**config.mk**
```make
export PLATFORM = sky130hd
export DESIGN_NAME = chirp_profile_sequencer_flat
export DESIGN_NICKNAME = d
export VERILOG_FILES = /design/src/rtl/chirp_profile_sequencer_if.sv /design/src/rtl/chirp_profile_sequencer.sv /design/src/flat_wrapper.sv
export SDC_FILE = /design/constraint.sdc
export NUM_CORES = 1
export LEC_CHECK = 0
export BUFFER_PORTS_ARGS = -buffer_cell sky130_fd_sc_hd__buf_2
export CAP_MARGIN = 10
export CORE_MARGIN = 5
export CORE_UTILIZATION = 31
export CTS_BUF_LIST = sky130_fd_sc_hd__clkbuf_4 sky130_fd_sc_hd__clkbuf_8
export DETAILED_ROUTE_END_ITERATION = 8
export PLACE_DENSITY = 0.57
export SLEW_MARGIN = 25
export SYNTH_ARGS = -nofsm -noshare
export SYNTH_HDL_FRONTEND = slang
export SYNTH_SLANG_ARGS = --single-unit
```
**constraint.sdc**
```tcl
create_clock -name ipClk -period 2.2 [get_ports ipClk]
set_input_delay 0.11 -clock ipClk [delete_from_list [all_inputs] [get_ports ipClk]]
set_output_delay 0.11 -clock ipClk [all_outputs]
set_load 0.01 [all_outputs]
```
**src/rtl/chirp_profile_sequencer_if.sv**
```systemverilog
// Synthesiser-facing configuration and busy handshake bundle.
interface chirp_profile_sequencer_if;
   logic [31:0] opFreqLowerLimit;
   logic [31:0] opFreqUpperLimit;
   logic [31:0] opStepUp;
   logic [31:0] opStepDown;
   logic        opUpdate;
   logic        opTrigger;
   logic        ipBusy;

   modport master (
      output opFreqLowerLimit, opFreqUpperLimit, opStepUp, opStepDown,
      output opUpdate, opTrigger,
      input  ipBusy
   );

   modport slave (
      input  opFreqLowerLimit, opFreqUpperLimit, opStepUp, opStepDown,
      input  opUpdate, opTrigger,
      output ipBusy
   );
endinterface

```
**src/rtl/chirp_profile_sequencer.sv**
```systemverilog
// Chirp profile sequencer: rotates through a profile table, programs the
// synthesiser through an update/busy handshake and forwards armed triggers.
module chirp_profile_sequencer #(
   parameter  int unsigned PROFILES   = 4,
   parameter  int unsigned MISS_WIDTH = 16,
   localparam int unsigned IDX_W      = $clog2(PROFILES),
   localparam int unsigned NUM_W      = IDX_W + 1,
   localparam int unsigned ADDR_W     = IDX_W + 2
) (
   input  logic                      ipClk,
   input  logic                      ipReset,
   input  logic                      ipEnable,
   input  logic [NUM_W-1:0]          ipNumProfiles,
   input  logic                      ipTableWrEnable,
   input  logic [ADDR_W-1:0]         ipTableWrAddr,
   input  logic [31:0]               ipTableWrData,
   input  logic                      ipClearStatus,
   input  logic                      ipMasterTrigger,
   chirp_profile_sequencer_if.master synth,
   output logic [IDX_W-1:0]          opProfile,
   output logic                      opArmed,
   output logic [MISS_WIDTH-1:0]     opMissCount,
   output logic                      opTimeout
);
   localparam int unsigned ENTRIES = PROFILES * 4;
   localparam int unsigned TO_W    = 4;
   localparam logic [TO_W-1:0] TO_LAST = TO_W'(15);

   typedef enum logic [2:0] {
      S_IDLE, S_LOAD, S_UPDATE, S_WAIT_START, S_WAIT_DONE, S_ARMED
   } state_t;

   state_t                state_q, state_d;
   logic [IDX_W-1:0]      idx_q, idx_d, idx_wrap;
   logic [TO_W-1:0]       to_cnt_q, to_cnt_d;
   logic                  stop_q, stop_d;
   logic [31:0]           tbl_q [ENTRIES];
   logic [31:0]           lower_q, upper_q, up_q, down_q;
   logic                  update_q, update_d;
   logic                  trigger_q, trigger_d;
   logic                  armed_q, armed_d;
   logic [IDX_W-1:0]      profile_q;
   logic [MISS_WIDTH-1:0] miss_q;
   logic                  timeout_q;
   logic [NUM_W-1:0]      num_eff, idx_inc;
   logic                  busy, accept, miss, timeout_hit;

   assign busy    = synth.ipBusy;
   assign accept  = (state_q == S_ARMED) && ipEnable && ipMasterTrigger;
   assign miss    = ipMasterTrigger && !accept;
   assign idx_inc = NUM_W'(idx_q) + NUM_W'(1);

   // Rotation length: zero behaves as one, oversize clamps to the table depth.
   always_comb begin
      num_eff = ipNumProfiles;
      if (ipNumProfiles == '0)
         num_eff = NUM_W'(1);
      else if (ipNumProfiles > NUM_W'(PROFILES))
         num_eff = NUM_W'(PROFILES);
   end

   assign idx_wrap = (idx_inc >= num_eff) ? '0 : idx_inc[IDX_W-1:0];

   // State register with the index, handshake timer and pending-disable flag.
   always_ff @(posedge ipClk) begin
      if (ipReset) begin
         state_q  <= S_IDLE;
         idx_q    <= '0;
         to_cnt_q <= '0;
         stop_q   <= 1'b0;
      end else begin
         state_q  <= state_d;
         idx_q    <= idx_d;
         to_cnt_q <= to_cnt_d;
         stop_q   <= stop_d;
      end
   end

   // Next state; a disable seen mid-handshake is held until the handshake ends.
   always_comb begin
      state_d     = state_q;
      idx_d       = idx_q;
      to_cnt_d    = '0;
      stop_d      = stop_q | ~ipEnable;
      timeout_hit = 1'b0;
      unique case (state_q)
         S_IDLE: begin
            if (ipEnable) state_d = S_LOAD;
         end
         S_LOAD:   state_d = S_UPDATE;
         S_UPDATE: state_d = S_WAIT_START;
         S_WAIT_START: begin
            if (busy) begin
               state_d = S_WAIT_DONE;
            end else if (to_cnt_q == TO_LAST) begin
               timeout_hit = 1'b1;
               state_d     = stop_d ? S_IDLE : S_ARMED;
            end else begin
               to_cnt_d = to_cnt_q + TO_W'(1);
            end
         end
         S_WAIT_DONE: begin
            if (!busy) state_d = stop_d ? S_IDLE : S_ARMED;
         end
         S_ARMED: begin
            if (!ipEnable) begin
               state_d = S_IDLE;
            end else if (ipMasterTrigger) begin
               state_d = S_LOAD;
               idx_d   = idx_wrap;
            end
         end
         default: state_d = S_IDLE;
      endcase
      if (state_d == S_IDLE) begin
         idx_d  = '0;
         stop_d = 1'b0;
      end
   end

   // Output decode, registered below so every pulse leaves a flop.
   always_comb begin
      update_d  = (state_d == S_UPDATE);
      armed_d   = (state_d == S_ARMED);
      trigger_d = accept;
   end

   // Output registers; configuration is captured only while in LOAD.
   always_ff @(posedge ipClk) begin
      if (ipReset) begin
         update_q  <= 1'b0;
         armed_q   <= 1'b0;
         trigger_q <= 1'b0;
         lower_q   <= '0;
         upper_q   <= '0;
         up_q      <= '0;
         down_q    <= '0;
         profile_q <= '0;
      end else begin
         update_q  <= update_d;
         armed_q   <= armed_d;
         trigger_q <= trigger_d;
         if (state_q == S_LOAD) begin
            lower_q   <= tbl_q[{idx_q, 2'd0}];
            upper_q   <= tbl_q[{idx_q, 2'd1}];
            up_q      <= tbl_q[{idx_q, 2'd2}];
            down_q    <= tbl_q[{idx_q, 2'd3}];
            profile_q <= idx_q;
         end
      end
   end

   // Profile table; a write racing a LOAD lands after the copy.
   always_ff @(posedge ipClk) begin
      if (ipReset) begin
         for (int unsigned i = 0; i < ENTRIES; i++) tbl_q[i] <= '0;
      end else if (ipTableWrEnable) begin
         tbl_q[ipTableWrAddr] <= ipTableWrData;
      end
   end

   // Status: saturating miss counter and sticky timeout; clear has priority.
   always_ff @(posedge ipClk) begin
      if (ipReset) begin
         miss_q    <= '0;
         timeout_q <= 1'b0;
      end else if (ipClearStatus) begin
         miss_q    <= '0;
         timeout_q <= 1'b0;
      end else begin
         if (miss && (miss_q != '1)) miss_q <= miss_q + MISS_WIDTH'(1);
         if (timeout_hit) timeout_q <= 1'b1;
      end
   end

   assign synth.opFreqLowerLimit = lower_q;
   assign synth.opFreqUpperLimit = upper_q;
   assign synth.opStepUp         = up_q;
   assign synth.opStepDown       = down_q;
   assign synth.opUpdate         = update_q;
   assign synth.opTrigger        = trigger_q;
   assign opProfile              = profile_q;
   assign opArmed                = armed_q;
   assign opMissCount            = miss_q;
   assign opTimeout              = timeout_q;
endmodule

```
**src/flat_wrapper.sv**
```systemverilog
// flat-port wrapper written by rule: the top's interface ports become plain ports
module chirp_profile_sequencer_flat 
#(
   parameter  int unsigned PROFILES   = 4,
   parameter  int unsigned MISS_WIDTH = 16,
   localparam int unsigned IDX_W      = $clog2(PROFILES),
   localparam int unsigned NUM_W      = IDX_W + 1,
   localparam int unsigned ADDR_W     = IDX_W + 2
)
  (ipClk, ipReset, ipEnable, ipNumProfiles, ipTableWrEnable, ipTableWrAddr, ipTableWrData, ipClearStatus, ipMasterTrigger, opProfile, opArmed, opMissCount, opTimeout, synth_opFreqLowerLimit, synth_opFreqUpperLimit, synth_opStepUp, synth_opStepDown, synth_opUpdate, synth_opTrigger, synth_ipBusy);
  chirp_profile_sequencer_if synth_i ();
  input  logic ipClk;
  input  logic ipReset;
  input  logic ipEnable;
  input  logic [NUM_W-1:0] ipNumProfiles;
  input  logic ipTableWrEnable;
  input  logic [ADDR_W-1:0] ipTableWrAddr;
  input  logic [31:0] ipTableWrData;
  input  logic ipClearStatus;
  input  logic ipMasterTrigger;
  output logic [IDX_W-1:0] opProfile;
  output logic opArmed;
  output logic [MISS_WIDTH-1:0] opMissCount;
  output logic opTimeout;
  output wire logic [$bits(synth_i.opFreqLowerLimit)-1:0] synth_opFreqLowerLimit;
  output wire logic [$bits(synth_i.opFreqUpperLimit)-1:0] synth_opFreqUpperLimit;
  output wire logic [$bits(synth_i.opStepUp)-1:0] synth_opStepUp;
  output wire logic [$bits(synth_i.opStepDown)-1:0] synth_opStepDown;
  output wire logic [$bits(synth_i.opUpdate)-1:0] synth_opUpdate;
  output wire logic [$bits(synth_i.opTrigger)-1:0] synth_opTrigger;
  input wire logic [$bits(synth_i.ipBusy)-1:0] synth_ipBusy;
  assign synth_opFreqLowerLimit = synth_i.opFreqLowerLimit;
  assign synth_opFreqUpperLimit = synth_i.opFreqUpperLimit;
  assign synth_opStepUp = synth_i.opStepUp;
  assign synth_opStepDown = synth_i.opStepDown;
  assign synth_opUpdate = synth_i.opUpdate;
  assign synth_opTrigger = synth_i.opTrigger;
  assign synth_i.ipBusy = synth_ipBusy;
  chirp_profile_sequencer #(.PROFILES(PROFILES), .MISS_WIDTH(MISS_WIDTH)) u_core (.ipClk(ipClk), .ipReset(ipReset), .ipEnable(ipEnable), .ipNumProfiles(ipNumProfiles), .ipTableWrEnable(ipTableWrEnable), .ipTableWrAddr(ipTableWrAddr), .ipTableWrData(ipTableWrData), .ipClearStatus(ipClearStatus), .ipMasterTrigger(ipMasterTrigger), .synth(synth_i), .opProfile(opProfile), .opArmed(opArmed), .opMissCount(opMissCount), .opTimeout(opTimeout));
endmodule
```
==> results of run 1 <==
## stage by stage
| stage | instance area (um^2) | cells | total power, mW |
|---|---|---|---|
| after CTS | 33500 | 3576 | 28.5 |
| final | 33500 | 3579 | 28.2 |
| after floorplan | 28100 | 2050 | 15.7 |
| after global routing | 33500 | 3578 | 29.3 |
| after global placement | 30700 | 3326 | 16.5 |
| after detailed placement | 30700 | 3326 | 16.6 |
## flip-flops by register name, indices dropped and copies added (netlist names)
signal / flops
synth_opFreqLowerLimit: 32
synth_opFreqUpperLimit: 32
synth_opStepDown: 32
synth_opStepUp: 32
u_core.idx_q: 2
u_core.opArmed: 1
u_core.opMissCount: 16
u_core.opProfile: 2
u_core.opTimeout: 1
u_core.state_q: 3
u_core.stop_q: 1
u_core.synth.opTrigger: 1
u_core.synth.opUpdate: 1
u_core.tbl_q: 512
u_core.to_cnt_q: 4
## final timing paths
path	end	slack, ns	depth (start not counted)	start
setup reg to reg	u_core.idx_q[0]	0.32	6	u_core.idx_q[0]
hold / removal	u_core.idx_q[0]	0.14	7	ipNumProfiles[2]
setup / recovery	u_core.idx_q[0]	0.32	6	u_core.idx_q[0]
hold reg to reg	synth_opStepDown[4]	0.45	2	synth_opStepDown[4]
## what timing repair did
action / in CTS / in global routing
hold buffers: 37 / 0
setup endpoints to repair: 0 / 0
endpoints found under the hold margin: 546 / 0
## synth_stat cells (2+ instances only)
library cell / number / area share
mux4_2: 128 / 0.10
or4_1: 9 / 0.0024
ha_1: 6 / 0.0027
and2_1: 515 / 0.11
or2_2: 17 / 0.0038
buf_2: 23 / 0.0041
clkbuf_1: 134 / 0.018
o21ai_0: 8 / 0.0014
nand3_1: 7 / 0.0012
or3_1: 6 / 0.0013
nand4b_1: 2 / 0.00062
nor4_1: 2 / 0.00045
nand2_1: 279 / 0.037
inv_1: 7 / 0.00094
nor2b_1: 4 / 0.00089
nor3b_1: 3 / 0.00080
a21oi_1: 147 / 0.026
dfxtp_1: 160 / 0.11
nand4_1: 7 / 0.0016
a31oi_1: 2 / 0.00045
nand2b_1: 4 / 0.00089
nor2_1: 26 / 0.0035
and4_1: 3 / 0.00094
nor3_1: 7 / 0.0012
nand4bb_1: 2 / 0.00080
a211oi_1: 4 / 0.0011
o31ai_1: 7 / 0.0019
mux2i_1: 2 / 0.00071
edfxtp_1: 512 / 0.55
## worst register-to-register path, delay by kind of cell (launching register included)
kind	cells	cell delay, ns
compound gates	3	0.53
fa+ha+maj	2	0.51
flops	1	0.37
simple gates	1	0.37
## metal layers
metal | vias up | global-route usage
met5 | - | 0
met2 | 581 | 0.276
met4 | 4 | 0.0450
li1 | 7824 | -
met3 | 112 | 0.0398
met1 | 8814 | 0.198
## power breakdown
part	leakage (nW)	internal, mW	switching (mW)
Combinational	4.49	0.619	1.12
Clock	1.30	6.69	5.14
Sequential	6.19	14.3	0.267
## final cells by class
cell class                 count  area [um^2]
antenna                        3         7.51
sequential                   672        18600
timing repair buffer         296         2090
multi-input combinational   1212         8890
fill                        8624        56500
inverter                       7         26.3
clock inverter                33          275
tap                         1176         1470
clock buffer                 180         2190
## cells by family after synthesis
logic type / share of synthesized area
multiplexers: 0.103
AND/OR/NAND/NOR: 0.174
adder cells (fa/ha/maj): 0.00267
AO/OA/AOI/OAI: 0.0336
flip-flops: 0.662
XOR/XNOR: 0.000624
buffers and inverters: 0.0235
==> impl_metrics.toml, run 1 <==
[logic_synthesis]
synth.avg_cell_area_um2 = 13.7
async_reset_ff_frac = 0
seq_area_frac_synth = 0.662
yosys_most_used_dff = "edfxtp_1"
synth-edff-count = 512
ys_ff_latch = 672
yosys_warnings = 0
syn_nets = 2102
ys_types = 46
synthCells = 2050
synth.cell_area_um2 = 28100

[setup_path]
path_buf_inv = 0
max_stage_delay_ns = 0.37
cp-start-kind = "flop"
worstPathMaxFanout = 4
crit_required_ns = 2.80
arrival_ns = 2.48
crit_type = "flop to flop"
crit_chain = "ha_1, ha_1, a21oi_1, o21ai_0, or3_1, a221oi_1"
cp_slowest_cell = "dfxtp_4"
cp-end-kind = "flop"
crit_top_cell = "ha_1"
crit_family = "compound AO/OA/AOI/OAI gates"

[floorplanning]
initial_core_util = 0.312
die_x_um = 311
fp-row-count = 110
core_area_um2 = 90000
pin_count = 196
die_area_um2 = 96700
die_h_um = 311

[timing]
worstMarginPinSlew_ns = 0.787
whs_ns = 0.145
skew_ns = 0.0566
max_freq_ghz = 0.532
period_share = 0.855
fin_tns_setup_ns = 0
timing.final.ws_setup_ns = 0.320
fin_crit_ns = 1.88
final_hold_viol_count = 0
max-slew-margin-rel = 0.475
rsz0062_at_grt = "no"
finalMaxSlewViolations = 0
finalSetupViolations = 0

[placed_design]
io_buffers = 195
pre_cts_slack_ns = 0.323
dpl.hpwl_um = 46700
gp_congestion = 0.761

[final_layout]
utilization = 0.373
layout-drive-gt1-share = 0.260
syn_to_final_growth_pct = 19.5
nNetsFinal = 2354
final_cell_mix = "and2_1 (514), edfxtp_1 (512), nand2_1 (278)"
layout_commonest_cell = "and2_1"

[clock_tree]
cts_root_buf = "clkbuf_8"
tritoncts = "done"
clk_latency_ns = 0.74
cts_setup_buffers = 0
htreeDepth = 3
clk_pin_slew_ns = 0.06
cts.sinks = 672
cts_resized = 0
cts_buffers = 113
cts_max_path_buffers = 3

[global_route]
overflow = 0
antenna_found_initial = 9
grt_pass1_wl_um = 117000
grt_max_degree = 74
track_usage = 0.159
grt_pass1_vias = 18242

[routing]
postRouteAntennaNets = 0
firstDrtPassIters = 5
drt_iter0_markers = 1309
routed_wl_um = 78400
drc = 0
met2_length_um = 39400
met1_length_um = 31800
num_vias = 17335
top_layer_used = "met5"
vias_per_cell = 4.84
wl_met3_um = 5470
wl_per_cell_um = 21.9

[power_and_ir_drop]
ir_drop_mv = 0.425
pwr_density_cell_nw_per_um2 = 840
p_leak_nw = 12.0

[hold_path]
hold_class = "primary input to flop"

[flow_run]
max-cap-violations = 0

[status]
run_status = "completed"
Note: power is estimated with default switching activity, not from simulation.
==> inputs of run 2 (changes only) <==
- CTS_BUF_LIST: sky130_fd_sc_hd__clkbuf_4 sky130_fd_sc_hd__clkbuf_8 -> not set
- GPL_ROUTABILITY_DRIVEN: not set -> 1
==> impl_metrics.toml, run 2 (synthesized netlist as in run 1, its figures left out) <==
[status]
run_status = "completed"

[timing]
worstMarginPinSlew_ns = 0.772
final_hold_viol_count = 0
whs_ns = 0.0354
rsz0062_at_grt = "no"
skew_ns = 0.0504
fin_tns_setup_ns = 0
max_freq_ghz = 0.533
max-slew-margin-rel = 0.486
timing.final.ws_setup_ns = 0.323
finalSetupViolations = 0
finalMaxSlewViolations = 0
fin_crit_ns = 1.88
period_share = 0.853

[routing]
num_vias = 17055
drt_iter0_markers = 1292
routed_wl_um = 77900
postRouteAntennaNets = 0
drc = 0
vias_per_cell = 4.88
wl_per_cell_um = 22.3
firstDrtPassIters = 5

[setup_path]
ff2ff_path_depth = 6
arrival_ns = 2.38
worstPathMaxFanout = 4
cp-end-kind = "flop"
r2r-start = "u_core.idx_q[0]"
rr_endpoint = "u_core.idx_q[0]"
cp-start-kind = "flop"
crit_required_ns = 2.70
reg2reg_setup_slack_ns = 0.32
crit_type = "flop to flop"

[placed_design]
placed_area_um2 = 30700
dpl.hpwl_um = 46700
pre_cts_slack_ns = 0.323
gp_congestion = 0.761
dp_cells = 3326
io_buffers = 195

[floorplanning]
die_x_um = 311
die_h_um = 311
initial_core_util = 0.312
pin_count = 196
core_area_um2 = 90000
fp-row-count = 110
die_area_um2 = 96700

[hold_path]
worst_hold_path.endpoint = "u_core.tbl_q[6][5]"
hold_start = "ipTableWrData[5]"
hold_class = "primary input to flop"
whs_path_depth = 2

[global_route]
track_usage = 0.158
grt_pass1_vias = 17882
grt_max_degree = 74
overflow = 0
grt_pass1_wl_um = 116000
antenna_found_initial = 7

[clock_tree]
clk_pin_slew_ns = 0.06
cts_buffers = 72
cts.sinks = 672
tritoncts = "done"
clk_latency_ns = 0.65
htreeDepth = 3
cts_setup_buffers = 0
cts_root_buf = "clkbuf_16"
cts_max_path_buffers = 3

[final_layout]
stdcell_count = 3493
layout_commonest_cell = "and2_1"
utilization = 0.372
syn_to_final_growth_pct = 19.3
fin_area_um2 = 33500
final_cell_mix = "and2_1 (514), edfxtp_1 (512), nand2_1 (278)"
regMostFlops = "u_core.tbl_q"
largest_reg_flops = 512
layout-drive-gt1-share = 0.230
nNetsFinal = 2309
nFillCells = 8588

[power_and_ir_drop]
clockPowerShare = 0.431
pwr-share-comb = 0.060
power_switching_mw = 6.57
power_frac_seq = 0.508
switching_share = 0.229
pwr_density_cell_nw_per_um2 = 858
p_leak_nw = 11.8
power.total_mw = 28.7
p_int_mw = 22.2
ir_drop_mv = 0.503

[flow_run]
max-cap-violations = 0
run 2: cell types whose count changed in the layout (fill, tap and decap cells not counted), moves of 3 or more:
cell and change:
clkbuf_8 -120, clkbuf_16 +72, clkbuf_4 -46, clkbuf_1 +16
clkinv_1 -5, dlygate4sd3_1 -4, clkinv_16 +3
run 2: final cells by class:
type,instances,area [um^2],area share
Sequential cell,672,18600,0.555
Tap cell,1176,1470,0.0439
Clock buffer,102,2050,0.0614
Timing Repair Buffer,292,2050,0.0613
Inverter,7,26.3,0.000785
Clock inverter,31,397,0.0118
Multi-Input combinational cell,1212,8890,0.266
Antenna cell,1,2.50,0.0000747
run 2: power groups by stage:
stage	Sequential, mW	Clock [mW]	Combinational [mW]
2_1_floorplan	14.8	0	0.836
3_3_place_gp	14.8	0	1.71
3_5_place_dp	14.9	0	1.73
4_1_cts	14.6	12.7	1.78
5_1_grt	14.7	13.2	1.89
6_report	14.6	12.4	1.73
run 2: per-layer routing:
layer	wire length, um	up-vias	global-route usage
met5	23	-	0
met4	1370	4	0.0399
met3	5310	83	0.0346
met2	39200	521	0.277
met1	32000	8738	0.201
li1	-	7709	-
run 2: worst max-delay path by stage:
stage                          startpoint                    end  slack, ns  cells past startpoint
floorplan                         ipReset     u_core.tbl_q[0][0]       0.37                      5
global placement          u_core.idx_q[0]        u_core.idx_q[0]       0.35                      6
detailed placement  u_core.opMissCount[0]  u_core.opMissCount[8]       0.32                      5
CTS                 u_core.opMissCount[0]  u_core.opMissCount[8]       0.31                      5
global route        u_core.opMissCount[0]  u_core.opMissCount[8]       0.17                      5
finish                    u_core.idx_q[0]        u_core.idx_q[0]       0.32                      6
run 2: critical path: stages (launching register included):
cell,delay [ns]
dfxtp_4,0.36
ha_1,0.32
ha_1,0.19
a21oi_1,0.13
o21ai_0,0.13
or3_1,0.37
a221oi_1,0.27
run 2: what timing repair did:
item / in CTS / in global routing
endpoints found under the hold margin: 302 / 0
hold buffers: 33 / 0
gates resized for setup: 0 / 0
==> inputs of run 3 (changes only) <==
- PLACE_DENSITY: 0.57 -> 0.54
==> impl_metrics.toml, run 3 (synthesized netlist as in run 1, its figures left out) <==
[final_layout]
syn_to_final_growth_pct = 19.1
nNetsFinal = 2294
regMostFlops = "u_core.tbl_q"
largest_reg_flops = 512
stdcell_count = 3485
fin_area_um2 = 33400
layout-drive-gt1-share = 0.233
layout_commonest_cell = "and2_1"
final_cell_mix = "and2_1 (514), edfxtp_1 (512), nand2_1 (278)"
utilization = 0.371

[timing]
max-slew-margin-rel = 0.516
rsz0062_at_grt = "no"
max_freq_ghz = 0.524
finalSetupViolations = 0
fin_tns_setup_ns = 0
final_hold_viol_count = 0
skew_ns = 0.0346
finalMaxSlewViolations = 0
fin_crit_ns = 1.91
whs_ns = 0.0427
period_share = 0.868
worstMarginPinSlew_ns = 0.726

[setup_path]
crit_top_cell = "ha_1"
crit_type = "flop to flop"
crit_chain = "ha_1, ha_1, a21oi_1, o21ai_0, or3_1, a221oi_1"
rr_endpoint = "u_core.idx_q[0]"
crit_required_ns = 2.70
r2r-start = "u_core.idx_q[0]"
max_stage_delay_ns = 0.40
ff2ff_path_depth = 6
path_buf_inv = 0
cp-start-kind = "flop"
worstPathMaxFanout = 8
arrival_ns = 2.41
reg2reg_setup_slack_ns = 0.29
crit_family = "adder cells"
cp-end-kind = "flop"
cp_slowest_cell = "dfxtp_4"

[hold_path]
hold_class = "primary input to flop"
hold_start = "ipTableWrData[0]"
whs_path_depth = 2
worst_hold_path.endpoint = "u_core.tbl_q[11][0]"

[placed_design]
dpl.hpwl_um = 46500
io_buffers = 195
dp_cells = 3320
gp_congestion = 0.745
placed_area_um2 = 30600

[clock_tree]
tritoncts = "done"
cts_max_path_buffers = 3
clk_latency_ns = 0.63
cts_hold_buf = 21
cts_root_buf = "clkbuf_16"
clk_pin_slew_ns = 0.06
cts_setup_buffers = 0
cts_resized = 0
cts.sinks = 672
htreeDepth = 3
cts_buffers = 75

[status]
run_status = "completed"

[global_route]
grt_pass1_vias = 17622
antenna_found_initial = 6
grt_pass1_wl_um = 116000
overflow = 0
grt_max_degree = 89
track_usage = 0.158

[floorplanning]
initial_core_util = 0.312
die_h_um = 311
pin_count = 196
die_x_um = 311
fp-row-count = 110
core_area_um2 = 90000
die_area_um2 = 96700

[routing]
firstDrtPassIters = 5
drc = 0
num_vias = 16836
routed_wl_um = 77700
drt_iter0_markers = 1121
wl_per_cell_um = 22.3
vias_per_cell = 4.83
postRouteAntennaNets = 0

[power_and_ir_drop]
p_leak_nw = 11.8
pwr_density_cell_nw_per_um2 = 875
ir_drop_mv = 0.539

[flow_run]
max-cap-violations = 0
run 3: changes by cell type in the layout (fill, tap and decap cells not counted), moves of 3 or more:
cell,before,now
clkinv_1,12,3
dlygate4sd3_1,33,21
clkbuf_1,16,23
buf_4,44,39
diode_2,1,4
clkbuf_16,72,77
clkinvlp_4,0,3
clkbuf_8,14,11
clkinv_2,7,10
run 3: how the worst max path moves through the flow:
stage	startpoint	end	slack, ns	cells after the start
after floorplan	ipReset	u_core.tbl_q[0][0]	0.37	5
after global routing	u_core.idx_q[0]	u_core.idx_q[0]	0.15	6
after global placement	u_core.idx_q[0]	u_core.idx_q[0]	0.26	6
final	u_core.idx_q[0]	u_core.idx_q[0]	0.29	6
after CTS	u_core.idx_q[0]	u_core.idx_q[0]	0.28	6
after detailed placement	u_core.idx_q[0]	u_core.idx_q[0]	0.30	6
run 3: metal layers:
metal / wire length (um) / GRT usage
met5: 0 / 0
met4: 1620 / 0.0451
met3: 4170 / 0.0316
met2: 39600 / 0.277
met1: 32300 / 0.198
run 3: layout make-up:
class | instances | area (um^2)
inverters | 7 | 26.3
repair buffers | 274 | 1870
fillers | 8682 | 56600
well taps | 1176 | 1470
multi-input cells | 1212 | 8890
clock inverters | 29 | 408
clock buffers | 111 | 2160
diodes | 4 | 10.0
flip-flops and latches | 672 | 18600
run 3: per-stage QoR:
step                setup slack [ns]  total power [mW]
floorplan                      0.371              15.7
global placement               0.257              16.6
detailed placement             0.297              16.6
CTS                            0.279              29.7
global route                   0.155              30.3
finish                         0.290              29.3
run 3: where the power goes:
part	switching, mW	internal, mW
Clock	5.22	7.72
Sequential	0.258	14.3
Combinational	1.13	0.601
Total	6.60	22.7
